**config.mk**
```make
export PLATFORM = sky130hd
export DESIGN_NAME = cs_rr_arbiter_flat
export DESIGN_NICKNAME = d
export VERILOG_FILES = /design/src/rtl/cs_rr_arbiter_if.sv /design/src/rtl/cs_rr_arbiter.sv /design/src/flat_wrapper.sv
export SDC_FILE = /design/constraint.sdc
export NUM_CORES = 1
export LEC_CHECK = 0
export ABC_CLOCK_PERIOD_IN_PS = 3400
export CAP_MARGIN = 20
export CORE_MARGIN = 2
export CORE_UTILIZATION = 51
export CTS_CLUSTER_SIZE = 10
export DETAILED_ROUTE_END_ITERATION = 8
export PLACE_DENSITY = 0.84
export SLEW_MARGIN = 20
export SYNTH_ARGS = -nofsm -noshare
export SYNTH_HDL_FRONTEND = slang
export SYNTH_SLANG_ARGS = --single-unit
```
**constraint.sdc**
```tcl
create_clock -name clk -period 3.4 [get_ports clk]
set_input_delay 0.34 -clock clk [delete_from_list [all_inputs] [get_ports clk]]
set_output_delay 0.34 -clock clk [all_outputs]
set_load 0.1 [all_outputs]
```
**src/rtl/cs_rr_arbiter_if.sv**
```systemverilog
// -----------------------------------------------------------------------------
// cs_rr_arbiter_if
//   Request/grant bundle between the requesting side and the chip-select
//   round-robin arbiter.
//
//   Signals:
//     en          global enable (G1 high, G2A_n/G2B_n low equivalent)
//     req[7:0]    level requests, one per requester
//     grant_code  registered binary index of the granted requester (0 if none)
//     grant_valid high while a grant is active
//     y_n[7:0]    74x138-style active-low one-hot select lines
//     busy        high while a grant or the post-grant gap is in progress
//     timeout     one-cycle pulse when a grant is cut off at the hold limit
//
//   Modports:
//     master : the requesting side (drives en/req, observes the grant)
//     slave  : the arbiter itself
// -----------------------------------------------------------------------------
interface cs_rr_arbiter_if;
  logic       en;
  logic [7:0] req;
  logic [2:0] grant_code;
  logic       grant_valid;
  logic [7:0] y_n;
  logic       busy;
  logic       timeout;

  modport master (
    output en,
    output req,
    input  grant_code,
    input  grant_valid,
    input  y_n,
    input  busy,
    input  timeout
  );

  modport slave (
    input  en,
    input  req,
    output grant_code,
    output grant_valid,
    output y_n,
    output busy,
    output timeout
  );
endinterface : cs_rr_arbiter_if

```
**src/rtl/cs_rr_arbiter.sv**
```systemverilog
// -----------------------------------------------------------------------------
// cs_rr_arbiter
//   Shares one 3-to-8 chip-select decode among 8 requesters using round-robin
//   arbitration. The winner's index is registered as grant_code and decoded to
//   an active-low one-hot y_n. Each grant lasts at most MAX_HOLD cycles and is
//   always followed by one GAP cycle and one IDLE cycle before the next grant.
//
//   Ports:
//     clk    system clock, rising edge
//     rst_n  asynchronous active-low reset
//     bus    cs_rr_arbiter_if.slave (en, req in; grant_code, grant_valid,
//            y_n, busy, timeout out -- all outputs registered)
//
//   Parameters:
//     MAX_HOLD  maximum consecutive GRANT cycles per grant (2..255)
//     CNT_W     hold counter width; 2**CNT_W must exceed MAX_HOLD
// -----------------------------------------------------------------------------
module cs_rr_arbiter #(
  parameter int unsigned MAX_HOLD = 16,
  parameter int unsigned CNT_W    = 8
) (
  input  logic              clk,
  input  logic              rst_n,
  cs_rr_arbiter_if.slave    bus
);

  typedef enum logic [1:0] {
    ST_IDLE  = 2'd0,
    ST_GRANT = 2'd1,
    ST_GAP   = 2'd2
  } state_e;

  // Counter value seen during the last permitted GRANT cycle.
  localparam logic [CNT_W-1:0] HOLD_LAST = CNT_W'(MAX_HOLD - 1);

  // ---------------------------------------------------------------------------
  // State and output registers
  // ---------------------------------------------------------------------------
  state_e           state_q,       state_d;
  logic [2:0]       last_q,        last_d;
  logic [CNT_W-1:0] hold_cnt_q,    hold_cnt_d;
  logic [2:0]       grant_code_q,  grant_code_d;
  logic             grant_valid_q, grant_valid_d;
  logic [7:0]       y_n_q,         y_n_d;
  logic             busy_q,        busy_d;
  logic             timeout_q,     timeout_d;

  // Round-robin winner search results.
  logic             win_found;
  logic [2:0]       win_idx;

  // ---------------------------------------------------------------------------
  // Winner search: first set request bit starting at (last+1) mod 8 and
  // wrapping, so the most recently served requester has the lowest priority.
  // ---------------------------------------------------------------------------
  always_comb begin
    // NOTE: every signal written here gets a default first, so no path can
    // leave it unassigned and infer a latch.
    win_found = 1'b0;
    win_idx   = 3'd0;
    for (int i = 1; i <= 8; i++) begin
      if (!win_found && bus.req[3'(int'(last_q) + i)]) begin
        win_found = 1'b1;
        win_idx   = 3'(int'(last_q) + i);
      end
    end
  end

  // ---------------------------------------------------------------------------
  // Next-state and next-output logic
  // ---------------------------------------------------------------------------
  always_comb begin
    state_d      = state_q;
    last_d       = last_q;
    hold_cnt_d   = hold_cnt_q;
    grant_code_d = grant_code_q;
    timeout_d    = 1'b0;

    unique case (state_q)
      ST_IDLE: begin
        // en low in the arbitration cycle suppresses the grant entirely.
        if (bus.en && win_found) begin
          state_d      = ST_GRANT;
          grant_code_d = win_idx;
          hold_cnt_d   = '0;
        end else begin
          grant_code_d = 3'd0;
        end
      end

      ST_GRANT: begin
        // A release (en low or request dropped) takes priority over the
        // hold limit, so a simultaneous drop never reports a timeout.
        if (!bus.en || !bus.req[grant_code_q]) begin
          state_d      = ST_GAP;
          last_d       = grant_code_q;
          grant_code_d = 3'd0;
        end else if (hold_cnt_q == HOLD_LAST) begin
          state_d      = ST_GAP;
          last_d       = grant_code_q;
          grant_code_d = 3'd0;
          timeout_d    = 1'b1;
        end else begin
          hold_cnt_d   = hold_cnt_q + 1'b1;
        end
      end

      ST_GAP: begin
        state_d      = ST_IDLE;
        grant_code_d = 3'd0;
      end

      default: begin
        state_d      = ST_IDLE;
        grant_code_d = 3'd0;
      end
    endcase

    // Outputs are a function of the state being entered, so they register
    // alongside it and nothing reaches the pins combinationally.
    grant_valid_d = (state_d == ST_GRANT);
    busy_d        = (state_d != ST_IDLE);
    y_n_d         = grant_valid_d ? ~(8'b1 << grant_code_d) : 8'hFF;
  end

  // ---------------------------------------------------------------------------
  // Registers. Asynchronous reset drops any active grant immediately.
  // last resets to 7 so requester 0 has first priority.
  // ---------------------------------------------------------------------------
  always_ff @(posedge clk or negedge rst_n) begin
    if (!rst_n) begin
      state_q       <= ST_IDLE;
      last_q        <= 3'd7;
      hold_cnt_q    <= '0;
      grant_code_q  <= 3'd0;
      grant_valid_q <= 1'b0;
      y_n_q         <= 8'hFF;
      busy_q        <= 1'b0;
      timeout_q     <= 1'b0;
    end else begin
      // NOTE: non-blocking assignments so every register samples the
      // pre-edge values, independent of statement order.
      state_q       <= state_d;
      last_q        <= last_d;
      hold_cnt_q    <= hold_cnt_d;
      grant_code_q  <= grant_code_d;
      grant_valid_q <= grant_valid_d;
      y_n_q         <= y_n_d;
      busy_q        <= busy_d;
      timeout_q     <= timeout_d;
    end
  end

  assign bus.grant_code  = grant_code_q;
  assign bus.grant_valid = grant_valid_q;
  assign bus.y_n         = y_n_q;
  assign bus.busy        = busy_q;
  assign bus.timeout     = timeout_q;

endmodule : cs_rr_arbiter

```
**src/flat_wrapper.sv**
```systemverilog
// flat-port wrapper written by rule: the top's interface ports become plain ports
module cs_rr_arbiter_flat 
#(
  parameter int unsigned MAX_HOLD = 16,
  parameter int unsigned CNT_W    = 8
)
  (clk, rst_n, bus_en, bus_req, bus_grant_code, bus_grant_valid, bus_y_n, bus_busy, bus_timeout);
  cs_rr_arbiter_if bus_i ();
  input  logic clk;
  input  logic rst_n;
  input wire logic [$bits(bus_i.en)-1:0] bus_en;
  input wire logic [$bits(bus_i.req)-1:0] bus_req;
  output wire logic [$bits(bus_i.grant_code)-1:0] bus_grant_code;
  output wire logic [$bits(bus_i.grant_valid)-1:0] bus_grant_valid;
  output wire logic [$bits(bus_i.y_n)-1:0] bus_y_n;
  output wire logic [$bits(bus_i.busy)-1:0] bus_busy;
  output wire logic [$bits(bus_i.timeout)-1:0] bus_timeout;
  assign bus_i.en = bus_en;
  assign bus_i.req = bus_req;
  assign bus_grant_code = bus_i.grant_code;
  assign bus_grant_valid = bus_i.grant_valid;
  assign bus_y_n = bus_i.y_n;
  assign bus_busy = bus_i.busy;
  assign bus_timeout = bus_i.timeout;
  cs_rr_arbiter #(.MAX_HOLD(MAX_HOLD), .CNT_W(CNT_W)) u_core (.clk(clk), .rst_n(rst_n), .bus(bus_i));
endmodule
```
-- Word-level counts from Yosys, hierarchy flattened
Cells that the tools add are included.
- add/subtract/negate cells: 9
- $lt $le $gt $ge: 9
- equality and inequality tests: 6
- shift operators: 1
- mux-type cells: 60
- bitwise gates (word level): 1
- reduce and logical (&&, ||, !) cells: 24
- operators by type and width (operator ; number):
    3-bit by 5-bit < comparator with 1-bit output (second input constant) ; 8
    3-bit 2-to-1 mux ; 13
    8-bit 2-to-1 mux ; 4
    1-bit 2-to-1 mux ; 28
    1-bit binary-select mux with 3-bit select ; 9
    8-bit case mux with 2 select lines ; 1
    3-bit adder (second input constant) ; 4
    1-bit logical NOT ; 9
    8-bit by 1-bit adder with 8-bit output (second input constant) ; 1
    8-bit by 4-bit equality test with 1-bit output (second input constant) ; 1
    1-bit logical AND ; 8
    8-bit NOT ; 1
    1-bit by 3-bit << shifter with 8-bit output (first input constant) ; 1
    3-bit by 1-bit adder with 3-bit output (second input constant) ; 2
    3-bit by 2-bit adder with 3-bit output (second input constant) ; 2
    2-bit 2-to-1 mux ; 3
    3-bit case mux with 2 select lines ; 1
    2-bit nonzero test ; 3
    2-bit by 1-bit equality test with 1-bit output (second input constant) ; 2
    3-bit by 4-bit < comparator with 1-bit output (second input constant) ; 1
    2-bit != test (second input constant) ; 2
    2-bit case mux with 2 select lines ; 1
    4-bit AND reduction ; 1
    2-bit logical NOT ; 1
    other kinds (3) ; 3
- bits in registers: 27
- bits of input ports: 11
- output and inout bits: 14
- logic and storage cells: 118

-- Depth between registers and ports, before layout
Gate-level depths: netlist (run 1).
- depth in word-level cells: 32
- mapped depth: 12
- depth with buffers taken out: 10

-- Worst setup path before layout (run 1)
No wires, ideal clock.
- path type: reg2reg
- start: register u_core.last_q[1]
- end: register u_core.y_n_q[7] (netlist: u_core.bus.y_n[7])
- setup time: 94 ps
- arrival time: 3260 ps
- required time: 3306 ps
- slack: 47 ps
- stages on the path, launching flop included: 13
- buffers on the path: 2
- cell sequence: dfstp_2 -> buf_2 -> inv_1 -> ha_1 -> buf_6 -> mux2_4 -> mux4_2 -> nor4_4 -> nand2_1 -> o221ai_1 -> a22oi_4 -> inv_2 -> nand3_1
- cells in the longest elaborated chain, start to end: 32
- elaborated cells between the ends (all ways): 71
- classes of those cells: 8 x add/sub; 1 x eq/ne; 1 x shift; 45 x mux; 1 x bitwise; 15 x reduce/logical
- RTL lines (item ; RTL line ; text):
    start, declared ; cs_rr_arbiter.sv:40 ; logic [2:0] last_q, last_d;
    start signal, assigned ; cs_rr_arbiter.sv:144 ; last_q <= last_d;
    3-bit by 1-bit adder with 3-bit output ; cs_rr_arbiter.sv:62 ; if (!win_found && bus.req[3'(int'(last_q) + i)]) begin
    1-bit binary-select mux with 3-bit select ; cs_rr_arbiter.sv:62 ;
    1-bit 2-to-1 mux (not written as such) (2 in series) ; cs_rr_arbiter.sv:62 ;
    1-bit 2-to-1 mux ; cs_rr_arbiter.sv:62 ;
    1-bit logical NOT ; cs_rr_arbiter.sv:62 ;
    1-bit logical AND ; cs_rr_arbiter.sv:62 ;
    1-bit 2-to-1 mux ; cs_rr_arbiter.sv:62 ;
    1-bit logical NOT ; cs_rr_arbiter.sv:62 ;
    (+17 left out) ; -- ;
    1-bit logical AND ; cs_rr_arbiter.sv:82 ; if (bus.en && win_found) begin
    3-bit 2-to-1 mux (*) ; cs_rr_arbiter.sv:82 ;
    3-bit case mux with 2 select lines (*) ; cs_rr_arbiter.sv:79 ; unique case (state_q)
    via u_core.grant_code_d[0] ; cs_rr_arbiter.sv:42 ; logic [2:0] grant_code_q, grant_code_d;
    1-bit by 3-bit << shifter with 8-bit output (*) ; cs_rr_arbiter.sv:123 ; y_n_d = grant_valid_d ? ~(8'b1 << grant_code_d) : 8'hFF;
    8-bit NOT (*) ; cs_rr_arbiter.sv:123 ;
    8-bit 2-to-1 mux (*) ; cs_rr_arbiter.sv:123 ;
    via u_core.y_n_d[7] ; cs_rr_arbiter.sv:44 ; logic [7:0] y_n_q, y_n_d;
    end signal, assigned ; cs_rr_arbiter.sv:148 ; y_n_q <= y_n_d;
    end, declared ; cs_rr_arbiter.sv:44 ;
Mark *: on every way through the listed nets, which the timed path passes. The rest lies on a longest branch. The select of a mux whose other input is x is not followed.
A chain may end at the register's enable or synchronous reset.

-- Final worst setup path (run 1)
- start: register u_core.last_q[1]
- end: register u_core.y_n_q[6] (netlist: u_core.bus.y_n[6])
- cells in the longest elaborated chain, start to end: 32
- elaborated cells between the ends (all ways): 71
- classes of those cells: 8 x add/sub; 1 x eq/ne; 1 x shift; 45 x mux; 1 x bitwise; 15 x reduce/logical
- RTL lines (item ; RTL line):
    3-bit by 1-bit adder with 3-bit output ; cs_rr_arbiter.sv:62, cs_rr_arbiter.sv:64
    1-bit binary-select mux with 3-bit select ; cs_rr_arbiter.sv:62
    1-bit 2-to-1 mux (not written as such) (2 in series) ; cs_rr_arbiter.sv:62
    1-bit 2-to-1 mux ; cs_rr_arbiter.sv:62
    1-bit logical NOT ; cs_rr_arbiter.sv:62
    1-bit logical AND ; cs_rr_arbiter.sv:62
    1-bit 2-to-1 mux ; cs_rr_arbiter.sv:62
    1-bit logical NOT ; cs_rr_arbiter.sv:62
    (+17 left out) ; --
    1-bit logical AND ; cs_rr_arbiter.sv:82
    3-bit 2-to-1 mux (*) ; cs_rr_arbiter.sv:82
    3-bit case mux with 2 select lines (*) ; cs_rr_arbiter.sv:79
    via u_core.grant_code_d[2] ; cs_rr_arbiter.sv:42
    1-bit by 3-bit << shifter with 8-bit output (*) ; cs_rr_arbiter.sv:123
    8-bit NOT (*) ; cs_rr_arbiter.sv:123
    8-bit 2-to-1 mux (*) ; cs_rr_arbiter.sv:123
    via u_core.y_n_d[6] ; cs_rr_arbiter.sv:44
Marks and branches as above.

==> impl_results.md, run 1 <==
* Max Slew Vio Count at 0
* Final min period at 3142 ps
* Post-synthesis simple-gate area fraction at 0.1571
* Synth cell count leaders: 16 x dfrtp_1, 16 x nand2_1, 11 x dfstp_2, 11 x mux4_2, 10 x nor2_1
* Post-CTS Setup Inserts at 0
* WL final at 4297 um
* Ant. Diodes at 0
* Number of port buffers at 24
* Sequential-to-total area share from yosys stat at 0.3329
* Share of the synthesized area in the top cell type at 0.1934
* Fmax at 318.3 MHz
* Mapped Nets at 192
* Core area at 3943 um^2
* Latest clock arrival within the worst-skew pair at 270 ps
* Area grow syn2layout at 18.31%
* Largest family of logic cells by synthesized area: multiplexers
* Critical Path End Type: register
* Arr. time, crit path at 3320 ps
* Post-Syn Instances at ~180
* Routed Antenna Nets at 0
* Clock Sinks at 27
* Outcome: finished, final reports clean
* Global-route wire length before repair at 7120 um
* Clock transition at path regs at ~90 ps
* Adder-cell area share of the yosys netlist at 0.01813
* Vias at 1587
* Largest net degree at the start of global routing at 25
* Vias per cell at 6.127
* Worst R2R Setup Slack at 260 ps
* Type of origin of the critical path: register
* Worst Clk Skew at 5.555 ps
* Initial DRC Count at 71
* Final net count at 224
* Post-synthesis cell area at 2071 um^2
* Layout cells sized above 1 at 0.3062
* TritonRoute pass-1 iters at 4
* Leakage at 0.9702 nW
* Clk root buf: clkbuf_8
* Global-route usage over all layers at 0.2057
* Io pins at 25
* DIE HEIGHT at ~68 um
* HP Class: in -> async
* Cell Pwr Density at 1004 nW/um^2
* Synth warnings at 0
* Max FO, Critical Path at 8
* Async S/R FF share, synth at 1.000
* Setup TNS at 0 ps
* Starting Density at 0.5252
* Complex-gate fraction of the synthesized area at 0.1505
* Final Util at 0.6214
* WL/cell at 16.59 um
* Rel. slew slack at 0.3485
* Total CTS buffers at 3
* Top cell type by total area after synthesis: dfrtp_1
* Mux cell area share after synthesis at 0.2653
* CTS tree: yes
* Cell variety after synth at 57
* Final setup violation count at 0
* Htree depth at 1
* Max clock buf depth at 2
* Die Area at 4586 um^2
* Synth Area per Inst at 11.63 um^2
* Die X at 67.72 um
* Routability cong. at 0.9276
* Leading register cell type out of synthesis: dfrtp_1
* Residual DRC at 0
* Final Cycle Share at 0.9242
* RSZ-0062 raised after global routing: false
* Detailed placer's ending HPWL at about 3300 um
* CP required at 3570 ps
* Post-synth EDFFs at 0
* Post-synthesis register bit count at 27
* Ranking of synthesized cells by area: dfrtp_1 19%, dfstp_2 14%, mux4_2 12%
* Measured slew at the worst slew-check pin at around 970 ps
* Gr ovfl total at 0
* Number of antenna violations at the first check in global routing at 0
* Max-cap viol count at 0
* Worst hold margin at roughly 32 ps
* Final Hold Fails at 0
* Xor/xnor share of the synthesized area at 0.04592
* VDD IR-drop max at 0.7658 mV
* Worst Setup Path Type: reg -> reg
* Number of global-route vias before repair at 1497
* Row count at 23
-- worst paths after layout --
| check | startpoint | to | cells past startpoint |
|---|---|---|---|
| worst max-delay path | u_core.last_q[1]$_DFFE_PN1P_ | u_core.bus.y_n[6]$_DFF_PN1_ | 9 |
| worst max register to register | u_core.last_q[1]$_DFFE_PN1P_ | u_core.bus.y_n[6]$_DFF_PN1_ | 9 |
| worst min register to register | u_core.hold_cnt_q[1]$_DFFE_PN0P_ | u_core.hold_cnt_q[1]$_DFFE_PN0P_ | 2 |
| min in group clk | u_core.hold_cnt_q[1]$_DFFE_PN0P_ | u_core.hold_cnt_q[1]$_DFFE_PN0P_ | 2 |
| max in group asynchronous | rst_n | u_core.bus.y_n[1]$_DFF_PN1_ | 2 |
| worst min-delay path | rst_n | u_core.hold_cnt_q[7]$_DFFE_PN0P_ | 1 |
-- cells in the final DEF, fill, tap and decap left out, drive strengths merged, types with 4 or more instances in the layout --
cell,count
a21oi,5
inv,7
dfrtp,16
nand2,16
xor2,7
dfstp,11
mux4,15
mux2,12
o21ai,7
mux2i,5
nor2,11
buf,9
clkbuf,4
clkdlybuf4s50,23
nand3b,5
nand3,8
-- state kept, by name, summed over array words and instances, names as in the netlist --
name,count
u_core.bus.timeout,1
u_core.bus.busy,1
u_core.hold_cnt_q,8
u_core.bus.grant_valid,1
u_core.bus.grant_code,3
u_core.bus.y_n,8
u_core.last_q,3
u_core.state_q,2
-- per-stage QoR --
stage / setup WS [ps] / std cells / instance area [um^2] / total power (W)
2_1_floorplan: 46.59 / 178 / 2071 / 0.001896
3_3_place_gp: 177.8 / 255 / 2397 / 0.002239
3_5_place_dp: 96.31 / 255 / 2397 / 0.002248
4_1_cts: 63.21 / 259 / 2442 / 0.002435
5_1_grt: 85.56 / 259 / 2450 / 0.002617
6_report: 257.8 / 259 / 2450 / 0.002460
-- area by class of cell --
cell class	instances	area (um^2)
fillers	321	1493
multi-input cells	139	1331
flip-flops and latches	27	689.4
repair buffers	32	295.3
well taps	50	62.56
clock buffers	4	45.04
inverters	7	26.28
-- power breakdown --
part	switching, W	internal [W]
Sequential	0.0000656	0.000418
Clock	0.0000906	0.0000837
Combinational	0.00108	0.000727
-- repair_timing --
item | in CTS | in global routing
hold buffers | 0 | 0
resized for setup | 0 | 2
setup endpoints to repair | 0 | 12
-- layer usage --
layer  up-vias  track usage  share of wire
met5         -            0              0
met4         0      0.05357          0.018
met3         8      0.04000          0.047
met2        45       0.3248           0.48
met1       773       0.2892           0.45
li1        761            -              -
-- critical path: stages, from the launching register on --
cell and delay (ps):
dfstp_2 530, inv_1 70, ha_4 340, mux2_2 380, mux4_2 530, nor4_4 380, and2b_1 230, a21oi_2 100
o31ai_4 340, nand3_1 140
-- cell families after synthesis --
family	count (synthesis)
XOR/XNOR	10
AO/OA/AOI/OAI	35
AND/OR/NAND/NOR	59
buffers and inverters	12
flip-flops	27
adder cells (fa/ha/maj)	3
multiplexers	32
No activity file was read; power rests on OpenSTA's default activity.
==> inputs of run 2 (changes only) <==
--- a/config.mk
+++ b/config.mk
@@ -8,10 +8,10 @@
 export ABC_CLOCK_PERIOD_IN_PS = 3400
 export CAP_MARGIN = 20
 export CORE_MARGIN = 2
-export CORE_UTILIZATION = 51
+export CORE_UTILIZATION = 50
 export CTS_CLUSTER_SIZE = 10
 export DETAILED_ROUTE_END_ITERATION = 8
-export PLACE_DENSITY = 0.84
+export PLACE_DENSITY = 0.83
 export SLEW_MARGIN = 20
 export SYNTH_ARGS = -nofsm -noshare
 export SYNTH_HDL_FRONTEND = slang
==> impl_results.md, run 2 (synthesis results as in run 1) <==
* Initial DRC Count at just over 80
* RSZ-0062 raised after global routing: false
* Die Area at 4672 um^2
* Final setup violation count at 0
* Final setup margin at about 210 ps
* Setup TNS at 0 ps
* VDD IR-drop max at ~0.73 mV
* Number of port buffers at 24
* Final Util at 0.6143
* Commonest non-fill, non-tap cell in the layout: clkdlybuf4s50_1
* WL final at 4544 um
* Io pins at 25
* Arr. time, crit path at 3370 ps
* Max clock buf depth at 2
* CTS Hold Buffers Added at 0
* Critical Path End Type: register
* Fin cells at 260
* Vias at between 1500 and 2000
* Routability cong. at 0.9441
* DIE HEIGHT at 68.36 um
* Cell Pwr Density at 1013 nW/um^2
* Ant. Diodes at 0
* Post-CTS Setup Inserts at 0
* Commonest cells after routing, fill and taps aside: 23 x clkdlybuf4s50_1, 16 x nand2_1, 16 x dfrtp_1
* Clock transition at path regs at 90 ps
* Critical path, cell by cell: inv_1, ha_4, mux2_2, mux4_2, nor4_4, and2b_1, a21oi_2, o31ai_4, nand3_1
* Residual DRC at 0
* Vias per cell at 6.227
* Final Hold Fails at 0
* Global-route wire length before repair at 7514 um
* Fmax at 313.3 MHz
* Largest net degree at the start of global routing at 24
* WL/cell at 17.48 um
* DP Cell Count at 256
* DP Worst Slack at 119.3 ps
* Starting Density at 0.5177
* Clock Sinks at 27
* CP required at 3580 ps
* Type of origin of the critical path: register
* Outcome: finished, final reports clean
* Max FO, Critical Path at 8
* Gr ovfl total at 0
* Max-cap viol count at 0
* Die X at 68.36 um
* Routed Antenna Nets at 0
* Measured slew at the worst slew-check pin at a little under 1000 ps
* Resize count post-CTS at 0
* Worst Setup Path Type: reg -> reg
* Latest clock arrival within the worst-skew pair at 270 ps
* Final net count at 225
* Worst Clk Skew at approximately 5.8 ps
* Area grow syn2layout at 18.67%
* Core area at 4000 um^2
* Detailed placer's ending HPWL at 3451 um
* Number of global-route vias before repair at about 1500
* Final Cycle Share at 0.9387
* Row count at 23
* Htree depth at 1
* Number of antenna violations at the first check in global routing at 0
* Total CTS buffers at 3
* Clk root buf: clkbuf_8
* Leakage at 0.9750 nW
* CTS tree: yes
* Max Slew Vio Count at 0
* HP Class: in -> async
* Final min period at between 3000 and 4000 ps
* Rel. slew slack at 0.3478
* Critical-path top delay cell: mux4_2
* Global-route usage over all layers at 0.2172
* Layout cells sized above 1 at 0.3095
* CP max stage delay at 540 ps
* TritonRoute pass-1 iters at 4
==> run 2: final cells by class <==
class | instances | area (um^2)
fillers | 307 | 1543
multi-input cells | 139 | 1331
flip-flops and latches | 27 | 689.4
repair buffers | 33 | 302.8
well taps | 50 | 62.56
clock buffers | 4 | 45.04
inverters | 7 | 26.28
==> run 2: worst paths after layout <==
| path | end | depth (start not counted) | from | slack (ps) |
|---|---|---|---|---|
| setup / recovery | u_core.bus.y_n[6]$_DFF_PN1_ | 9 | u_core.last_q[1]$_DFFE_PN1P_ | 210 |
| max in group asynchronous | u_core.bus.y_n[0]$_DFF_PN1_ | 2 | rst_n | 2820 |
| hold reg to reg | u_core.hold_cnt_q[1]$_DFFE_PN0P_ | 2 | u_core.hold_cnt_q[1]$_DFFE_PN0P_ | 510 |
| hold / removal | u_core.hold_cnt_q[3]$_DFFE_PN0P_ | 1 | rst_n | 20 |
| setup reg to reg | u_core.bus.y_n[6]$_DFF_PN1_ | 9 | u_core.last_q[1]$_DFFE_PN1P_ | 210 |
| min in group clk | u_core.hold_cnt_q[1]$_DFFE_PN0P_ | 2 | u_core.hold_cnt_q[1]$_DFFE_PN0P_ | 510 |
==> run 2: stage by stage <==
step,cell area [um^2],total power (W),hold slack (ps)
after global placement,2405,0.002248,471.0
after floorplan,2071,0.001896,44.41
final,2457,0.002489,19.78
after detailed placement,2405,0.002270,492.2
after global routing,2457,0.002642,53.33
after CTS,2450,0.002453,513.7
==> run 2: layer usage <==
layer	routed length [um]	track usage
met5	0	0
met1	2075	0.3033
met4	32	0.03000
met3	163	0.05263
met2	2272	0.3519
==> run 2: critical path, delay by kind of cell (launching register included) <==
kind                       cells  cell delay [ps]
buffers and inverters          1               70
muxes                          2              920
adders and majority gates      1              340
DFF                            1              530
AOI/OAI and AO/OA              2              440
and+or+nand+nor                3              780
==> run 2: where the power goes <==
group          total [W]  internal, W  switching (W)  leakage, nW
Combinational    0.00183     0.000734        0.00109        0.622
Sequential      0.000485     0.000418      0.0000670        0.331
Clock           0.000177    0.0000839      0.0000929       0.0228
==> inputs of run 3 (changes only) <==
--- a/config.mk
+++ b/config.mk
@@ -5,13 +5,15 @@
 export SDC_FILE = /design/constraint.sdc
 export NUM_CORES = 1
 export LEC_CHECK = 0
-export ABC_CLOCK_PERIOD_IN_PS = 3400
+export ABC_CLOCK_PERIOD_IN_PS = 3300
 export CAP_MARGIN = 20
 export CORE_MARGIN = 2
 export CORE_UTILIZATION = 50
+export CTS_BUF_LIST = sky130_fd_sc_hd__clkbuf_2
 export CTS_CLUSTER_SIZE = 10
 export DETAILED_ROUTE_END_ITERATION = 8
-export PLACE_DENSITY = 0.83
+export PLACE_DENSITY = 0.8
+export REMOVE_ABC_BUFFERS = 1
 export SLEW_MARGIN = 20
 export SYNTH_ARGS = -nofsm -noshare
 export SYNTH_HDL_FRONTEND = slang
==> constraint.sdc (replaced) <==
create_clock -name clk -period 3.3 [get_ports clk]
set_input_delay 0.33 -clock clk [delete_from_list [all_inputs] [get_ports clk]]
set_output_delay 0.33 -clock clk [all_outputs]
set_load 0.1 [all_outputs]
==> impl_results.md, run 3 (synthesis results as in run 1) <==
* CTS tree: yes
* WL met1 at 1913 um
* Ant. Diodes at 0
* Measured slew at the worst slew-check pin at 979.7 ps
* Switching pwr at 0.001298 W
* Initial DRC Count at 48
* Clock Sinks at 27
* Number of antenna violations at the first check in global routing at 0
* Cell-internal power at 0.001217 W
* Global-route wire length before repair at 7548 um
* WL met3 at approximately 230 um
* CP required at 3610 ps
* Die X at 68.36 um
* Final Hold Fails at 0
* Final net count at 227
* Vias at 1623
* Io pins at 25
* Global-route usage over all layers at 0.2168
* CP max stage delay at between 500 and 600 ps
* HP Class: in -> async
* Layout cells sized above 1 at 0.3208
* Critical Path End Type: register
* Gr ovfl total at 0
* Final Cycle Share at 0.9633
* Outcome: finished, final reports clean
* Worst hold margin at 400.0 ps
* Latest clock arrival within the worst-skew pair at ~370 ps
* Htree depth at 1
* Commonest cells after routing, fill and taps aside: 23 x clkdlybuf4s50_1, 16 x nand2_1, 16 x dfrtp_1
* Clock network fraction of design power at 0.049
* Area grow syn2layout at 18.43%
* Routed length on met2 at 2303 um
* Critical path, cell by cell: inv_1, ha_2, mux2_2, mux4_2, a21o_1, a311o_1, and2_4, a22oi_4, inv_2, nand3b_1
* TritonRoute pass-1 iters at 4
* Starting Density at 0.5177
* Clock transition at path regs at 250 ps
* Vias per cell at 6.195
* Type of origin of the critical path: register
* Arr. time, crit path at roughly 3500 ps
* Max FO, Critical Path at 7
* Routability cong. at approximately 0.97
* Number of port buffers at 24
* Final setup violation count at 0
* Core area at 4000 um^2
* Max Slew Vio Count at 0
* Clk root buf: clkbuf_2
* Detailed placer's ending HPWL at 3528 um
* Max-cap viol count at 0
* WL final at 4518 um
* Largest net degree at the start of global routing at 24
* VDD IR-drop max at 0.6892 mV
* DIE HEIGHT at 68.36 um
* Number of global-route vias before repair at 1603
* Total CTS buffers at 3
* Sequential share of power at 0.200
* Rel. slew slack at 0.3448
* Die Area at 4672 um^2
* Residual DRC at 0
* Final min period at around 3200 ps
* Critical-path top delay cell: dfstp_2
* Cell Pwr Density at 1025 nW/um^2
* Max Used Layer: met4
* Routed Antenna Nets at 0
* Commonest non-fill, non-tap cell in the layout: clkdlybuf4s50_1
* Final Util at 0.6131
* Max clock buf depth at 2
* Worst Setup Path Type: reg -> reg
* RSZ-0062 raised after global routing: false
* Fmax at between 300 and 400 MHz
* Switching Share at 0.5161
* WL/cell at 17.24 um
* Fill cells at 319
* Leakage at 0.9785 nW
* Row count at 23
* Logic gate share of total power at 0.751
* Worst Clk Skew at 21.24 ps
[run 3: final timing paths]
check / to / slack [ps] / start / cells past startpoint
setup / recovery: u_core.bus.y_n[1]$_DFF_PN1_ / 120 / u_core.last_q[1]$_DFFE_PN1P_ / 10
hold / removal: u_core.hold_cnt_q[5]$_DFFE_PN0P_ / 400 / rst_n / 2
setup reg to reg: u_core.bus.y_n[1]$_DFF_PN1_ / 120 / u_core.last_q[1]$_DFFE_PN1P_ / 10
hold reg to reg: u_core.hold_cnt_q[1]$_DFFE_PN0P_ / 550 / u_core.hold_cnt_q[1]$_DFFE_PN0P_ / 2
max in group asynchronous: u_core.bus.y_n[0]$_DFF_PN1_ / 2320 / rst_n / 3
min in group clk: u_core.hold_cnt_q[1]$_DFFE_PN0P_ / 550 / u_core.hold_cnt_q[1]$_DFFE_PN0P_ / 2
[run 3: timing repair]
item / in CTS / in global routing
setup endpoints to repair: 0 / 11
resized for setup: 0 / 3
buffers inserted: 0 / 0
hold buffers: 0 / 1
hold endpoints to repair: 0 / 16
[run 3: critical path: cells and delay by family, from the launching register on]
| family | cells | cell delay [ps] |
|---|---|---|
| multiplexers | 2 | 970 |
| AO/OA/AOI/OAI | 3 | 760 |
| flip-flops | 1 | 580 |
| adder cells (fa/ha/maj) | 1 | 410 |
| AND/OR/NAND/NOR | 2 | 280 |
| buffers and inverters | 2 | 140 |
[run 3: power by group through the flow]
stage          logic, W  clock network [W]  registers (W)
2_1_floorplan   0.00109                  0       0.000826
3_3_place_gp    0.00181                  0       0.000504
3_5_place_dp    0.00184                  0       0.000509
4_1_cts         0.00185           0.000125       0.000502
5_1_grt         0.00203           0.000142       0.000512
6_report        0.00189           0.000123       0.000503
[run 3: per-layer routing]
| metal | vias up | GRT usage |
|---|---|---|
| li1 | 759 | - |
| met1 | 807 | 0.2764 |
| met2 | 49 | 0.3653 |
| met3 | 8 | 0.04934 |
| met4 | 0 | 0.06750 |
| met5 | - | 0 |
[run 3: layout make-up]
type                    instances  area [um^2]  share of cell area
multi-input cells             139         1334              0.5439
flip-flops and latches         27        689.4              0.2811
repair buffers                 35        320.3              0.1306
well taps                      50        62.56             0.02551
inverters                       7        26.28             0.01071
clock buffers                   3        15.01            0.006122
clock inverters                 1        5.005            0.002041
[run 3: through the flow]
step | setup slack (ps) | cells | area [um^2] | setup TNS [ps] | power, W
after floorplan | -95.04 | 173 | 2034 | -736.2 | 0.001917
after global placement | 161.9 | 257 | 2412 | 0 | 0.002316
after detailed placement | 89.47 | 257 | 2412 | 0 | 0.002351
after CTS | 44.55 | 261 | 2432 | 0 | 0.002479
after global routing | 27.15 | 262 | 2452 | 0 | 0.002679
final | 121.1 | 262 | 2452 | 0 | 0.002515
